==> src/rtl/plugin_regs_pkg.sv <==
// Shared register map, bit positions and CTRL layout for the plugin RX FIFO bank.
package plugin_regs_pkg;

  // Word offsets in the plugin register window
  localparam int unsigned CTRL_W    = 0;
  localparam int unsigned STATUS_W  = 1;
  localparam int unsigned RXDATA_W  = 2;
  localparam int unsigned PEEK_W    = 3;
  localparam int unsigned DROPCNT_W = 4;

  // CTRL bit positions
  localparam int unsigned CTRL_EN_B    = 0;
  localparam int unsigned CTRL_IRQEN_B = 1;
  localparam int unsigned CTRL_FLUSH_B = 2;
  localparam int unsigned CTRL_THR_LSB = 8;

  // STATUS bit positions
  localparam int unsigned STAT_EMPTY_B = 0;
  localparam int unsigned STAT_FULL_B  = 1;
  localparam int unsigned STAT_OVF_B   = 2;
  localparam int unsigned STAT_CNT_LSB = 16;

  localparam logic [15:0] DROPCNT_MAX = 16'hFFFF;

  // Persistent CTRL fields; flush is a pulse and is not stored
  typedef struct packed {
    logic [7:0] threshold;
    logic       irq_en;
    logic       enable;
  } ctrl_t;

  // Read-back image of CTRL (flush always reads 0)
  function automatic logic [31:0] ctrl_rd(input ctrl_t c);
    logic [31:0] w;
    w = '0;
    w[CTRL_EN_B]                  = c.enable;
    w[CTRL_IRQEN_B]               = c.irq_en;
    w[CTRL_THR_LSB +: 8]          = c.threshold;
    return w;
  endfunction

endpackage

==> src/rtl/plugin_sync_fifo.sv <==
// Single-clock FIFO with flush; a push while full is taken only alongside a pop.
module plugin_sync_fifo #(
  parameter  int WIDTH = 32,
  parameter  int DEPTH = 8,
  localparam int AW    = (DEPTH > 1) ? $clog2(DEPTH) : 1,
  localparam int CW    = $clog2(DEPTH + 1)
) (
  input  logic             ACLK,
  input  logic             ARESETn,
  input  logic             push,
  input  logic [WIDTH-1:0] push_data,
  input  logic             pop,
  input  logic             flush,
  output logic [WIDTH-1:0] head,
  output logic [CW-1:0]    count,
  output logic             full,
  output logic             empty
);

  logic [WIDTH-1:0] mem [DEPTH];
  logic [AW-1:0]    wptr, rptr;
  logic             do_push, do_pop;

  assign full    = (count == CW'(DEPTH));
  assign empty   = (count == '0);
  assign do_pop  = pop && !empty;
  assign do_push = push && (!full || do_pop);
  assign head    = mem[rptr];

  // Pointer/count update; flush discards any same-cycle push or pop
  always_ff @(posedge ACLK) begin
    if (!ARESETn || flush) begin
      wptr  <= '0;
      rptr  <= '0;
      count <= '0;
    end else begin
      if (do_push) wptr <= wptr + AW'(1);
      if (do_pop)  rptr <= rptr + AW'(1);
      count <= count + CW'(do_push) - CW'(do_pop);
    end
  end

  // Storage is not cleared; empty reads are masked by the consumer
  always_ff @(posedge ACLK) begin
    if (ARESETn && !flush && do_push) mem[wptr] <= push_data;
  end

endmodule

==> src/rtl/plugin_rx_fifo_regs.sv <==
// Plugin RX register bank: CTRL/STATUS/RXDATA/PEEK/DROPCNT around a push-only FIFO.
module plugin_rx_fifo_regs
  import plugin_regs_pkg::*;
#(
  parameter int AXI4_DATA_WIDTH = 32,
  parameter int WORD_ADDR_WIDTH = 4,
  parameter int FIFO_DEPTH      = 8
) (
  input  logic                       ACLK,
  input  logic                       ARESETn,
  input  logic                       rd_avalid_i,
  input  logic [WORD_ADDR_WIDTH-1:0] rd_word_addr_i,
  output logic [31:0]                rd_data_o,
  input  logic                       wr_valid_i,
  input  logic [WORD_ADDR_WIDTH-1:0] wr_word_addr_i,
  input  logic [31:0]                wr_data_i,
  input  logic [3:0]                 wr_strb_i,
  input  logic                       push_i,
  input  logic [31:0]                push_data_i,
  output logic                       irq_o
);

  localparam int CW = $clog2(FIFO_DEPTH + 1);

  ctrl_t          ctrl_q, ctrl_d;
  logic           ovf_q;
  logic [15:0]    dropcnt_q;
  logic [31:0]    head;
  logic [CW-1:0]  count, count_nxt;
  logic           full, empty;
  logic           wr_ctrl, wr_status, wr_dropcnt;
  logic           flush, pop, push_acc, drop, ovf_clr, drop_clr;
  logic           unused_ok;

  assign unused_ok = ^{wr_data_i[31:16], wr_data_i[7:3]};

  // Write decode
  assign wr_ctrl    = wr_valid_i && (wr_word_addr_i == WORD_ADDR_WIDTH'(CTRL_W));
  assign wr_status  = wr_valid_i && (wr_word_addr_i == WORD_ADDR_WIDTH'(STATUS_W));
  assign wr_dropcnt = wr_valid_i && (wr_word_addr_i == WORD_ADDR_WIDTH'(DROPCNT_W));
  assign flush      = wr_ctrl && wr_strb_i[0] && wr_data_i[CTRL_FLUSH_B];
  assign ovf_clr    = wr_status && wr_strb_i[0] && wr_data_i[STAT_OVF_B];
  assign drop_clr   = wr_dropcnt && (|wr_strb_i);

  // Stream side: reading RXDATA pops, a pop frees room for a push to a full FIFO
  assign pop       = rd_avalid_i && (rd_word_addr_i == WORD_ADDR_WIDTH'(RXDATA_W)) && !empty;
  assign push_acc  = push_i && ctrl_q.enable && (!full || pop);
  assign drop      = push_i && ctrl_q.enable && full && !pop && !flush;
  assign count_nxt = flush ? '0 : (count + CW'(push_acc) - CW'(pop));

  plugin_sync_fifo #(.WIDTH(32), .DEPTH(FIFO_DEPTH)) u_fifo (
    .ACLK      (ACLK),
    .ARESETn   (ARESETn),
    .push      (push_acc),
    .push_data (push_data_i),
    .pop       (pop),
    .flush     (flush),
    .head      (head),
    .count     (count),
    .full      (full),
    .empty     (empty)
  );

  // Next CTRL value with byte strobes applied
  always_comb begin
    ctrl_d = ctrl_q;
    if (wr_ctrl && wr_strb_i[0]) begin
      ctrl_d.enable = wr_data_i[CTRL_EN_B];
      ctrl_d.irq_en = wr_data_i[CTRL_IRQEN_B];
    end
    if (wr_ctrl && wr_strb_i[1]) ctrl_d.threshold = wr_data_i[CTRL_THR_LSB +: 8];
  end

  // CTRL register
  always_ff @(posedge ACLK) begin
    if (!ARESETn) ctrl_q <= '0;
    else          ctrl_q <= ctrl_d;
  end

  // Sticky overflow; a new drop beats a same-cycle clear
  always_ff @(posedge ACLK) begin
    if (!ARESETn)     ovf_q <= 1'b0;
    else if (drop)    ovf_q <= 1'b1;
    else if (ovf_clr) ovf_q <= 1'b0;
  end

  // Saturating drop counter; a clear beats a same-cycle drop
  always_ff @(posedge ACLK) begin
    if (!ARESETn || drop_clr)              dropcnt_q <= '0;
    else if (drop && dropcnt_q != DROPCNT_MAX) dropcnt_q <= dropcnt_q + 16'd1;
  end

  // Threshold interrupt, looks at the post-edge count and CTRL
  always_ff @(posedge ACLK) begin
    if (!ARESETn) irq_o <= 1'b0;
    else          irq_o <= ctrl_d.irq_en && (ctrl_d.threshold != 8'd0) &&
                           (16'(count_nxt) >= 16'(ctrl_d.threshold));
  end

  // Combinational read mux
  always_comb begin
    rd_data_o = '0;
    case (rd_word_addr_i)
      WORD_ADDR_WIDTH'(CTRL_W):   rd_data_o = ctrl_rd(ctrl_q);
      WORD_ADDR_WIDTH'(STATUS_W): begin
        rd_data_o[STAT_EMPTY_B]        = empty;
        rd_data_o[STAT_FULL_B]         = full;
        rd_data_o[STAT_OVF_B]          = ovf_q;
        rd_data_o[STAT_CNT_LSB +: 16]  = 16'(count);
      end
      WORD_ADDR_WIDTH'(RXDATA_W),
      WORD_ADDR_WIDTH'(PEEK_W):   rd_data_o = empty ? '0 : head;
      WORD_ADDR_WIDTH'(DROPCNT_W): rd_data_o = {16'd0, dropcnt_q};
      default:                    rd_data_o = '0;
    endcase
  end

endmodule

==> config.mk <==
export PLATFORM = sky130hd
export DESIGN_NAME = plugin_rx_fifo_regs
export DESIGN_NICKNAME = d
export VERILOG_FILES = /design/src/rtl/plugin_regs_pkg.sv /design/src/rtl/plugin_sync_fifo.sv /design/src/rtl/plugin_rx_fifo_regs.sv
export SDC_FILE = /design/constraint.sdc
export NUM_CORES = 1
export LEC_CHECK = 0
export BUFFER_PORTS_ARGS = -buffer_cell sky130_fd_sc_hd__buf_2
export CORE_MARGIN = 5
export CORE_UTILIZATION = 60
export CTS_BUF_LIST = sky130_fd_sc_hd__clkbuf_2
export DETAILED_ROUTE_END_ITERATION = 8
export PLACE_DENSITY = 0.81
export RECOVER_POWER = 100
export SLEW_MARGIN = 20
export SYNTH_ARGS = -nofsm -noshare
export SYNTH_HDL_FRONTEND = slang
export SYNTH_SLANG_ARGS = --single-unit
==> constraint.sdc <==
create_clock -name ACLK -period 7.3 [get_ports ACLK]
set_input_delay 1.46 -clock ACLK [delete_from_list [all_inputs] [get_ports ACLK]]
set_output_delay 1.46 -clock ACLK [all_outputs]
set_load 0.01 [all_outputs]
# ---- After elaboration in Yosys (flattened, before gate mapping)
# Memory sizes are Yosys's and may differ from the RTL's. A register that Yosys moved wholly into a read port is not among the register bits.
# Index checks and enable logic that the tools add are counted.
dict set report classes {
  addsub 7
  n_reduce_logical 39
  muxes 13
  n_eq_ne 8
  order_cmp 1
}
# operator n
set ops {}
lappend ops {{$pmux 13 s3} 1}
lappend ops {{$mux 32} 1}
lappend ops {{$pmux 16 s2} 1}
lappend ops {{$logic_and 1x1->1} 23}
lappend ops {{$add 16x1->16 const B} 1}
lappend ops {{$ne 16x16->1 const B} 1}
lappend ops {{$logic_not 4->1} 3}
lappend ops {{$pmux 3 s4} 1}
lappend ops {{$add 4x1->4} 2}
lappend ops {{$eq 4x1->1 const B} 2}
lappend ops {{$eq 4x2->1 const B} 2}
lappend ops {{$eq 4x3->1 const B} 2}
lappend ops {{$ge 4x8->1} 1}
lappend ops {{$mux 8} 1}
lappend ops {{$reduce_bool 8->1} 1}
lappend ops {{$sub 4x1->4} 2}
lappend ops {{$add 3x1->3 const B} 2}
lappend ops {{$mux 3} 2}
lappend ops {{$logic_not 1->1} 5}
lappend ops {{$eq 4x4->1 const B} 1}
lappend ops {{$logic_or 1x1->1} 4}
lappend ops {{$mux 1} 4}
lappend ops {{$mux 4} 1}
lappend ops {{$reduce_or 4->1} 1}
lappend ops {{other kinds (3)} 3}
dict set report word_totals {
  memories 1
  word_cells 78
  output_inout_bits 33
  mem_bits_rw 256
  in_bits 81
  regBits 38
}
# name words width read_ports rd_clocked_by_memory_dff write_ports line_no
set memory_table {}
lappend memory_table {u_fifo.mem 8 32 1 1 1 plugin_sync_fifo.sv:20} ;# logic [WIDTH-1:0] mem [DEPTH];

# ---- Longest topological paths before layout
# Gate-level depths: netlist of run 1.
dict set report logic_depth {
  ltp_word 10
  mapped_depth 16
  ltp_nobuf 16
}

# ---- Modules after synthesis
# A second synthesis of run 1 with hierarchy kept.
dict set report hier_totals {
  hier_cells 688
  hier_area_um2 12413.2
}
# module n_inst area_each_um2 seq_area_each_um2 cells_each
set modules_own_cells {}
lappend modules_own_cells {plugin_sync_fifo 1 10470.0 7947.6 452}
lappend modules_own_cells {plugin_rx_fifo_regs 1 1943.1 560.5 236}

# ---- Worst setup path before layout of run 1
# No wires, ideal clock.
dict set report synth_path {
  path_kind {in2reg}
  startpoint {in rd_word_addr_i[3]}
  endpoint {mem u_fifo.mem[0][0], enable pin}
  t_arrival_ps 4938
  required_time_ps 6839
  setup_ps 461
  slack_ps 1901
  stages 5
  path_buffers 0
  cell_sequence {nor3b_2 > nand3_1 > a21oi_2 > or3b_1 > nor3_1}
}
dict set report synth_via {
  elab_chain_len 9
  elab_cells_between_ends 11
  cone_classes {1 x eq/ne; 2 x mux; 8 x reduce/logical}
}
# element line_no
set synth_rtl {}
lappend synth_rtl {{start: declaration} plugin_rx_fifo_regs.sv:12} ;# input logic [WORD_ADDR_WIDTH-1:0] rd_word_addr_i,
lappend synth_rtl {{$eq 4x2->1 (*)} plugin_rx_fifo_regs.sv:46} ;# assign pop = rd_avalid_i && (rd_word_addr_i == WORD_ADDR_WIDTH'(RXDATA_W)) && !empty;
lappend synth_rtl {{$logic_and 1x1->1 (*) (2 in a row)} plugin_rx_fifo_regs.sv:46}
lappend synth_rtl {{$logic_or 1x1->1 / $logic_and 1x1->1 (equally long branches)} {plugin_rx_fifo_regs.sv:47, plugin_sync_fifo.sv:26}}
lappend synth_rtl {{$logic_and 1x1->1 / $logic_or 1x1->1 (equally long branches)} {plugin_rx_fifo_regs.sv:47, plugin_sync_fifo.sv:27}}
lappend synth_rtl {{$logic_and 1x1->1 (*)} plugin_sync_fifo.sv:27} ;# assign do_push = push && (!full || do_pop);
lappend synth_rtl {{named net u_fifo.do_push} plugin_sync_fifo.sv:22} ;# logic do_push, do_pop;
lappend synth_rtl {{$logic_and 1x1->1 (*)} plugin_sync_fifo.sv:45} ;# if (ARESETn && !flush && do_push) mem[wptr] <= push_data;
lappend synth_rtl {{$mux 1 (*)} plugin_sync_fifo.sv:45}
lappend synth_rtl {{$mux 1 (not written as such) (*)} plugin_sync_fifo.sv:45}
lappend synth_rtl {{end: declaration} plugin_sync_fifo.sv:20}
# The timed path passes the listed nets; every way through them passes the cells marked *.

# ---- Worst setup path in the final report of run 1
dict set report layout_path {
  startpoint {in rd_word_addr_i[1]}
  endpoint {out rd_data_o[16]}
}
dict set report layout_via {
  elab_chain_len 3
  elab_cells_between_ends 5
  cone_classes {3 x eq/ne; 1 x mux; 1 x reduce/logical}
}
# element line_no
set layout_rtl {}
lappend layout_rtl {{$eq 4x2->1} plugin_rx_fifo_regs.sv:103} ;# case (rd_word_addr_i)
lappend layout_rtl {{$reduce_or 2->1} plugin_rx_fifo_regs.sv:103}
lappend layout_rtl {{$pmux 16 s2 (*)} plugin_rx_fifo_regs.sv:103}
lappend layout_rtl {{end: declaration} plugin_rx_fifo_regs.sv:13} ;# output logic [31:0] rd_data_o,
# Every way passes the cells marked *; elsewhere a longest branch is shown, timed or not.

==> results of run 1 <==
==> worst min path at each step <==
stage	endpoint	slack, ps	cells after the start
after floorplan	flop	450	2
after global placement	flop	460	2
after detailed placement	flop	490	2
after CTS	u_fifo.rptr[1]	510	2
after global routing	u_fifo.rptr[1]	530	2
final	u_fifo.rptr[1]	500	2
==> through the flow <==
step	power, W	util (%)
after CTS	0.003047	69.41
after global placement	0.001924	65.81
final	0.003010	68.41
after global routing	0.003142	68.41
after floorplan	0.001890	-
after detailed placement	0.001928	65.81
==> worst max-delay path, stage by stage <==
cell      delay, ps
clkbuf_1        160
nor3b_1         600
nand2_1         390
clkbuf_1        650
o21ai_0         570
clkbuf_1        200
==> power by group through the flow <==
stage	Clock (W)	Sequential [W]	Combinational, W
final	0.00112	0.00184	0.0000486
after global routing	0.00125	0.00184	0.0000532
after CTS	0.00116	0.00184	0.0000514
after detailed placement	0	0.00188	0.0000513
after global placement	0	0.00188	0.0000467
after floorplan	0	0.00188	0.0000123
==> state kept, by name, indices dropped and copies added (netlist names), named ones only <==
name,flops
ctrl_q,10
dropcnt_q,16
irq_o,1
ovf_q,1
u_fifo.count,4
u_fifo.mem,256
u_fifo.rptr,3
u_fifo.wptr,3
==> metal layers <==
layer | GRT usage (%) | vias up | part of all wire [%]
met5 | 0 | - | 0
met4 | 8.348 | 0 | 2.1
met3 | 6.419 | 52 | 7.1
met2 | 36.49 | 241 | 51
met1 | 26.98 | 3389 | 40
li1 | - | 3092 | -
==> cell usage after synthesis (5+ instances only) <==
library cell | number | area, um2
nand3_1 | 9 | 45.04
nor2b_1 | 12 | 75.07
a21oi_1 | 15 | 75.07
nand4_1 | 10 | 62.56
nor2_1 | 33 | 123.9
clkbuf_1 | 19 | 71.32
or4_1 | 8 | 60.06
mux2i_1 | 43 | 430.4
nor4_1 | 5 | 31.28
a22oi_1 | 10 | 75.07
o21ai_0 | 28 | 140.1
dfxtp_1 | 41 | 820.8
o31ai_1 | 5 | 37.54
buf_2 | 7 | 35.03
inv_1 | 13 | 48.80
nand2_1 | 22 | 82.58
ha_1 | 15 | 187.7
xor2_1 | 9 | 78.83
mux4_2 | 64 | 1441
edfxtp_1 | 256 | 7687
==> cells in the final DEF (no fill, tap or decap), types with 3 or more instances in the layout <==
| cell type | netlist | final |
|---|---|---|
| edfxtp_1 | 256 | 256 |
| clkbuf_2 | 0 | 103 |
| clkbuf_1 | 19 | 76 |
| mux4_2 | 64 | 64 |
| mux2i_1 | 43 | 43 |
| dfxtp_1 | 41 | 38 |
| nor2_1 | 33 | 31 |
| o21ai_0 | 28 | 28 |
| buf_2 | 7 | 26 |
| nand2_1 | 22 | 22 |
| clkinv_1 | 0 | 17 |
| a21oi_1 | 15 | 16 |
| ha_1 | 15 | 15 |
| inv_1 | 13 | 13 |
| nor2b_1 | 12 | 12 |
| nand3_1 | 9 | 10 |
| a22oi_1 | 10 | 10 |
| nand4_1 | 10 | 10 |
| xor2_1 | 9 | 9 |
| or4_1 | 8 | 8 |
| buf_4 | 0 | 7 |
| clkinv_2 | 0 | 6 |
| nor4_1 | 5 | 5 |
| o31ai_1 | 5 | 5 |
| or3_1 | 4 | 4 |
| and3_1 | 3 | 3 |
| nor4b_1 | 4 | 3 |
| nand2b_1 | 3 | 3 |
| nor3_1 | 3 | 3 |
| and2_1 | 4 | 3 |
| xnor2_1 | 3 | 3 |
| bufinv_16 | 0 | 3 |
==> area by class of cell <==
cell class,instances,share of cell area (%)
multi-input cells,338,25.06
flip-flops and latches,297,63.33
clock buffers,103,3.834
repair buffers,109,3.480
diodes,2,0.03722
clock inverters,27,1.433
well taps,265,2.466
inverters,13,0.3629
==> kinds of logic (layout without fill, tap and decap cells) <==
family,count (synthesis),after routing
AO/OA/AOI/OAI,71,71
XOR/XNOR,12,12
adder cells (fa/ha/maj),17,17
buffers and inverters,43,252
flip-flops,297,297
multiplexers,108,108
other,0,2
AND/OR/NAND/NOR,130,130
==> qor.txt, run 1 <==
Initial Util - 61.44%
main combinational cell family by area after synthesis - multiplexers
TritonCTS buffer count - 72
CORE AREA - 19,650 um2
Slew headroom - -66.95%
Synth Area in Adders - 1.886%
Post-DP HPWL - 15,140 um
worst-path fanout max - 24
min-delay src - u_fifo.rptr[1]
ys flop type - edfxtp_1
Reg clk slew, reported paths - 100 ps
total grt overflow - 0
Post-Synth XOR/XNOR Area - 0.8704%
clk_lat worst skew - 820 ps
RSZ-0062 raised after global routing - false
chip width - 151.9 um
Worst setup EP type - output pin
failing checks - max-capacitance violations, max-slew violations
Final Non-Filler Cells - 1,154
Core Rows - 51
Setup crit end - rd_data_o[16]
Synth cell types - 49
CTS root buf - clkbuf_2
mux cell area share after synthesis - 15.59%
CP required - 5840 ps
sequential element share of the synthesized area - 70.46%
Cells after DPL - 1,022
Worst Setup Start Kind - input port
register area - 8514 um2
Post-synth EDFFs - 256
layout overhead on the synthesized area - 11.35%
cell count after synthesis - 678
final period utilization - 75.50%
first-pass GRT wire length - 39,100 um
nets@finish - 929
Vias/cell - 5.870
CTS tree - built
1st-iter DRT viols - 411
Die Y - 151.9 um
hold_buf cts - 0
Setup TNS Final - 0 ps
share of layout cells above drive strength 1 - 24.80%
RD Place Congestion - 0.8849
clk_skew - 53.96 ps
vias in the first global route - 7,217
Buffers on Ports - 92
IO Pins - 114
Place WS - 2625 ps
# Post-CTS Setup Buffers - 0
Leakage - 4.337 nW
Max Buffers Root-to-Sink - 3
final setup margin - 1789 ps
reg2reg end - u_fifo.mem[3][15]
Comb pwr share - 1.6%
YS warnings - 0
Critical R2R Launch - u_fifo.count[2]
htree depth - 3
worst ir drop on vdd - 181.2 uV
PostCTS Resize Cnt - 0
total die area - 23,060 um2
filler cell count - 1,396
Pins Over Slew Limit - 132
routed wire length per instance - 21.72 um
maximum clock frequency - 0.1814 GHz
Compound-Gate Fraction of Synth Area - 3.761%
footprint of the multi-input gates - 3369 um2
worst r2r path cells - 8
Psw - 0.0006676 W
register share of total power - 61.1%
Arr. time, crit path - 4050 ps
status - complete, but fails checks
Final Cell Area - 13,450 um2
final hold vios - 0
WS Path Type - in2out
Final setup viols - 0
DRC viols - 0
R2R setup slack - 2490 ps
asr flop ratio synth - 0%
simple-gate portion of the synthesized area - 5.958%
flops & latches, synth - 297
Mapped Area - 12,080 um2
Vias - 6,774
Min-Delay Path Class - reg2reg
Clock Power Share - 37.3%
Routed WL - 25,060 um
pin count of the biggest net entering global routing - 65
Synth Net Count - 776
pwr/cell area - 223.8 nW/um2
fin crit period - 5511 ps
total placed instance area - 12,930 um2
critical path launch point - rd_word_addr_i[1]
max-cap violation count - 8
Avg Cell Area, Syn - 17.81 um2
Initial DRT Pass Iterations - 6
antenna violations before repair - 1
internal power - 0.002342 W
clock tree sinks - 297
Worst Tran Pin Value - 2504 ps
antenna viol nets, final - 0
gr usage total - 21.74%
Min Hold Slack - 504.4 ps
Net Sw Frac - 22.18%
(Power assumes the default switching activity.)
==> run 2: changes to the inputs <==
==> constraint.sdc (replaced) <==
create_clock -name ACLK -period 5.6 [get_ports ACLK]
set_input_delay 1.12 -clock ACLK [delete_from_list [all_inputs] [get_ports ACLK]]
set_output_delay 1.12 -clock ACLK [all_outputs]
set_load 0.01 [all_outputs]
==> run 2 against run 1 <==
  * The flow still finishes with violations (max-capacitance violations, max-slew violations)
  * Core utilization decreased by 0.22 points
  * Flip-flop and latch count unchanged
  * Non-clock buffer count increased by 4
  * Worst setup slack got worse by 990 ps
  * Cell count decreased by 0.26%
  * Sequential power increased by 30%
  * Clock skew increased by 50 ps
  * Sequential share of layout area increased by 0.20 points
  * Die area unchanged
  * Combinational power increased by 31%
==> qor.txt, run 2 (synthesized netlist as in run 1, its figures left out) <==
Buffers on Ports - 92
Final Non-Filler Cells - 1,151
most frequent cells in the layout - 256 x edfxtp_1, 105 x clkbuf_2, 74 x clkbuf_1, 64 x mux4_2, 43 x mux2i_1
pin count of the biggest net entering global routing - 40
CORE AREA - 19,650 um2
hold_buf cts - 0
PostCTS Resize Cnt - 0
status - complete, but fails checks
Pins Over Slew Limit - 175
DRC viols - 0
Setup TNS Final - 0 ps
min-delay src - u_fifo.rptr[1]
Worst Setup Start Kind - input port
clk_skew - 103.5 ps
routed wire length per instance - 21.85 um
gr usage total - 21.79%
worst r2r path cells - 8
Leakage - 4.339 nW
Core Rows - 51
TritonCTS buffer count - 72
Die Y - 151.9 um
total die area - 23,060 um2
first-pass GRT wire length - 39,240 um
CTS root buf - clkbuf_2
Final Util - 68.19%
clock tree sinks - 297
chip width - 151.9 um
IO Pins - 114
final setup margin - 799.1 ps
maximum clock frequency - 0.2083 GHz
Slew headroom - -61.34%
Initial Util - 61.44%
vias in the first global route - 7,227
Hold Crit Depth - 2
total grt overflow - 0
total placed instance area - 12,990 um2
worst-path fanout max - 18
final period utilization - 85.73%
Reg clk slew, reported paths - 90 ps
Reg with most FFs - u_fifo.mem
pwr/cell area - 284.7 nW/um2
failing checks - max-capacitance violations, max-slew violations
filler cell count - 1,411
max-cap violation count - 8
share of layout cells above drive strength 1 - 25.31%
Worst setup EP type - flop
# Post-CTS Setup Buffers - 0
RD Place Congestion - 0.8536
worst ir drop on vdd - 222.0 uV
Routed WL - 25,150 um
Worst Tran Pin Value - 2411 ps
Arr. time, crit path - 5200 ps
layout overhead on the synthesized area - 10.99%
Cells after DPL - 1,026
reg2reg end - u_fifo.mem[2][20]
final hold vios - 0
Final Cell Area - 13,400 um2
Largest register FFs - 256
Place WS - 1413 ps
biggest regs - u_fifo.mem: 256 flops, dropcnt_q: 16 flops, ctrl_q: 10 flops
nets@finish - 933
1st-iter DRT viols - 527
antenna violations before repair - 3
Critical R2R Launch - u_fifo.count[3]
R2R setup slack - 850 ps
clk_lat worst skew - 840 ps
Final setup viols - 0
Post-DP HPWL - 15,670 um
WS Path Type - in2reg
most common cell after layout, fill and taps aside - edfxtp_1
antenna viol nets, final - 0
Max Buffers Root-to-Sink - 3
fin crit period - 4801 ps
Vias/cell - 5.970
CP required - 6000 ps
CTS tree - built
Min-Delay Path Class - reg2reg
Initial DRT Pass Iterations - 5
Vias - 6,871
htree depth - 3
RSZ-0062 raised after global routing - false
-- run 2: cell types whose count changed in the layout (fill, tap and decap cells not counted), moves of 2 or more --
| cell | delta |
|---|---|
| inv_2 | +3 |
| clkinv_2 | -4 |
| clkbuf_2 | +2 |
| clkinv_1 | -5 |
| bufinv_16 | -2 |
| clkbuf_1 | -2 |
| buf_2 | +4 |
-- run 2: final cells by class --
cell class,count,area [um2],area share (%)
antenna,1,2.502,0.01867
timing repair buffer,113,503.0,3.753
clock inverter,21,122.6,0.9149
inverter,13,48.80,0.3641
multi-input combinational,338,3364,25.10
sequential,297,8514,63.53
tap,265,331.6,2.474
clock buffer,103,515.5,3.846
-- run 2: worst max-delay path by stage --
stage,start,endpoint,slack (ps),depth (start not counted)
3_3_place_gp,rd_word_addr_i[3],rd_data_o[17],1500,5
5_1_grt,flop,rd_data_o[14],570,5
6_report,wr_valid_i,u_fifo.mem[2][20],800,8
3_5_place_dp,rd_word_addr_i[3],u_fifo.mem[5][21],1410,7
4_1_cts,flop,rd_data_o[16],1180,5
2_1_floorplan,rd_word_addr_i[3],u_fifo.mem[0][0],540,5
-- run 2: where the power goes --
| group | switching (W) | leakage, nW | internal [W] |
|---|---|---|---|
| clock network | 0.000812 | 0.494 | 0.000544 |
| logic | 0.0000437 | 1.21 | 0.0000200 |
| registers | 0.000000751 | 2.63 | 0.00240 |
-- run 2: critical path: stages --
cell      delay (ps)
clkbuf_1         100
nor4b_1          180
nand4b_1         110
clkbuf_1         440
nand2_1          360
or3b_1           530
nor2_1          1290
clkbuf_1        1030
-- run 2: metal layers --
| layer | track usage (%) | vias up | share of wire [%] |
|---|---|---|---|
| met5 | 0 | - | 0.099 |
| met4 | 6.978 | 4 | 2.3 |
| met3 | 6.049 | 56 | 8.3 |
| met2 | 36.18 | 295 | 50 |
| met1 | 28.32 | 3417 | 39 |
| li1 | - | 3099 | - |
-- run 2: through the flow --
step | hold WS (ps) | total power (W)
finish | 507.3 | 0.003816
global route | 503.3 | 0.004000
CTS | 446.9 | 0.003864
detailed placement | 486.1 | 0.002514
global placement | 463.7 | 0.002507
floorplan | 454.1 | 0.002464
==> run 3: changes to the inputs <==
--- a/config.mk
+++ b/config.mk
@@ -10,7 +10,7 @@
 export CORE_UTILIZATION = 60
 export CTS_BUF_LIST = sky130_fd_sc_hd__clkbuf_2
 export DETAILED_ROUTE_END_ITERATION = 8
-export PLACE_DENSITY = 0.81
+export PLACE_DENSITY = 0.91
 export RECOVER_POWER = 100
 export SLEW_MARGIN = 20
 export SYNTH_ARGS = -nofsm -noshare
==> run 3 against run 2 <==
  * Largest cell class unchanged
  * The run still ends with max-capacitance violations, max-slew violations left
  * Power grew 0.93%
  * Cell count shrank 0.17%
  * Hold slack lost 26 ps
  * Largest power group unchanged
  * Core utilization grew 0.057 points
==> qor.txt, run 3 (synthesized netlist as in run 1, its figures left out) <==
chip width - 151.9 um
DRC viols - 0
Net Sw Frac - 21.84%
Worst Setup Start Kind - input port
Slew headroom - -83.67%
Min Hold Slack - 481.7 ps
CTS root buf - clkbuf_2
max-cap violation count - 8
Final setup viols - 0
clk_skew - 62.30 ps
Initial DRT Pass Iterations - 4
antenna viol nets, final - 0
Reg with most FFs - u_fifo.mem
Max Buffers Root-to-Sink - 3
CTS tree - built
Buffers on Ports - 92
maximum clock frequency - 0.2046 GHz
IO Pins - 114
nets@finish - 935
ANT cells - 0
clock tree sinks - 297
share of layout cells above drive strength 1 - 25.34%
Vias/cell - 6.003
pin count of the biggest net entering global routing - 45
Core Rows - 51
Pins Over Slew Limit - 205
total grt overflow - 0
Psw - 0.0008411 W
Post-DP HPWL - 15,600 um
PostCTS Resize Cnt - 0
Critical Path Max Stage Delay - 2040 ps
CP required - 6080 ps
final hold vios - 0
fin crit period - 4888 ps
Buf+Inv Stages, Crit Path - 3
most frequent cells in the layout - 256 x edfxtp_1, 108 x clkbuf_2, 78 x clkbuf_1, 64 x mux4_2, 43 x mux2i_1
first-pass GRT wire length - 39,030 um
worst-path fanout max - 23
pwr/cell area - 287.1 nW/um2
Die Y - 151.9 um
Largest register FFs - 256
most used cell, CP - clkbuf_1
final setup margin - 712.4 ps
vias in the first global route - 7,077
TritonCTS buffer count - 72
routed wire length per instance - 22.01 um
Setup TNS Final - 0 ps
Crit-path slowest cell - nor2_1
CORE AREA - 19,650 um2
RD Place Congestion - 0.8364
Leakage - 4.338 nW
layout overhead on the synthesized area - 11.09%
htree depth - 3
register share of total power - 62.2%
WS Path Type - in2reg
Routed WL - 25,290 um
Arr. time, crit path - 5360 ps
status - complete, but fails checks
RSZ-0062 raised after global routing - false
hold_buf cts - 0
internal power - 0.003011 W
worst path cell trace - buf_2 > nor4b_1 > nand4b_1 > clkbuf_1 > nand2_1 > or3b_1 > nor2_1 > clkbuf_1
# Post-CTS Setup Buffers - 0
Vias - 6,897
Place WS - 1291 ps
Worst Tran Pin Value - 2745 ps
clk_lat worst skew - 840 ps
antenna violations before repair - 1
CP delay by family, top - simple AND/OR/NAND/NOR gates
worst ir drop on vdd - 215.8 uV
biggest regs - u_fifo.mem: 256 flops, dropcnt_q: 16 flops, ctrl_q: 10 flops
Min-Delay Path Class - reg2reg
1st-iter DRT viols - 551
Initial Util - 61.44%
Power Total - 0.003852 W
gr usage total - 21.84%
total die area - 23,060 um2
Worst setup EP type - flop
Clock Power Share - 36.1%
Comb pwr share - 1.7%
Reg clk slew, reported paths - 110 ps
most common cell after layout, fill and taps aside - edfxtp_1
failing checks - max-capacitance violations, max-slew violations
final period utilization - 87.28%
==> run 3: worst paths after layout <==
check	from	end	slack, ps	depth (start not counted)
worst max-delay path	wr_valid_i	u_fifo.mem[2][30]	710	8
worst min-delay path	u_fifo.rptr[1]	flop	480	2
worst min register to register	u_fifo.rptr[1]	flop	480	2
worst max register to register	u_fifo.count[3]	u_fifo.mem[2][30]	740	8
==> run 3: layout make-up <==
type	count	area [um2]
Clock buffer	107	535.5
Clock inverter	14	110.1
Fill cell	1371	6240
Inverter	13	48.80
Multi-Input combinational cell	338	3373
Sequential cell	297	8517
Tap cell	265	331.6
Timing Repair Buffer	115	498.0
==> run 3: through the flow <==
stage          cells  utilization, %  cell area [um2]
2_1_floorplan    678               -            12080
3_3_place_gp    1028           66.07            12990
3_5_place_dp    1028           66.07            12990
4_1_cts         1149           69.35            13630
5_1_grt         1149           68.25            13410
6_report        1149           68.25            13410
==> run 3: power groups by stage <==
stage                logic, W  registers, W  clock network, W
global placement    0.0000636       0.00245                 0
finish              0.0000643       0.00240           0.00139
global route        0.0000709       0.00240           0.00156
detailed placement  0.0000676       0.00245                 0
CTS                 0.0000679       0.00240           0.00143
floorplan           0.0000161       0.00245                 0
==> run 3: metal layers <==
metal  global-route usage, %  part of all wire (%)  vias to the layer above
met1                   28.26                    39                     3429
met2                   36.01                    51                      339
met3                   7.072                   8.8                       43
li1                        -                     -                     3084
met5                       0                 0.028                        -
met4                   6.207                   1.4                        2
==> run 3: worst min-delay path, stage by stage, from the launching register on <==
cell and delay, ps:
dfxtp_1 330, nand2_1 50, a21oi_1 70
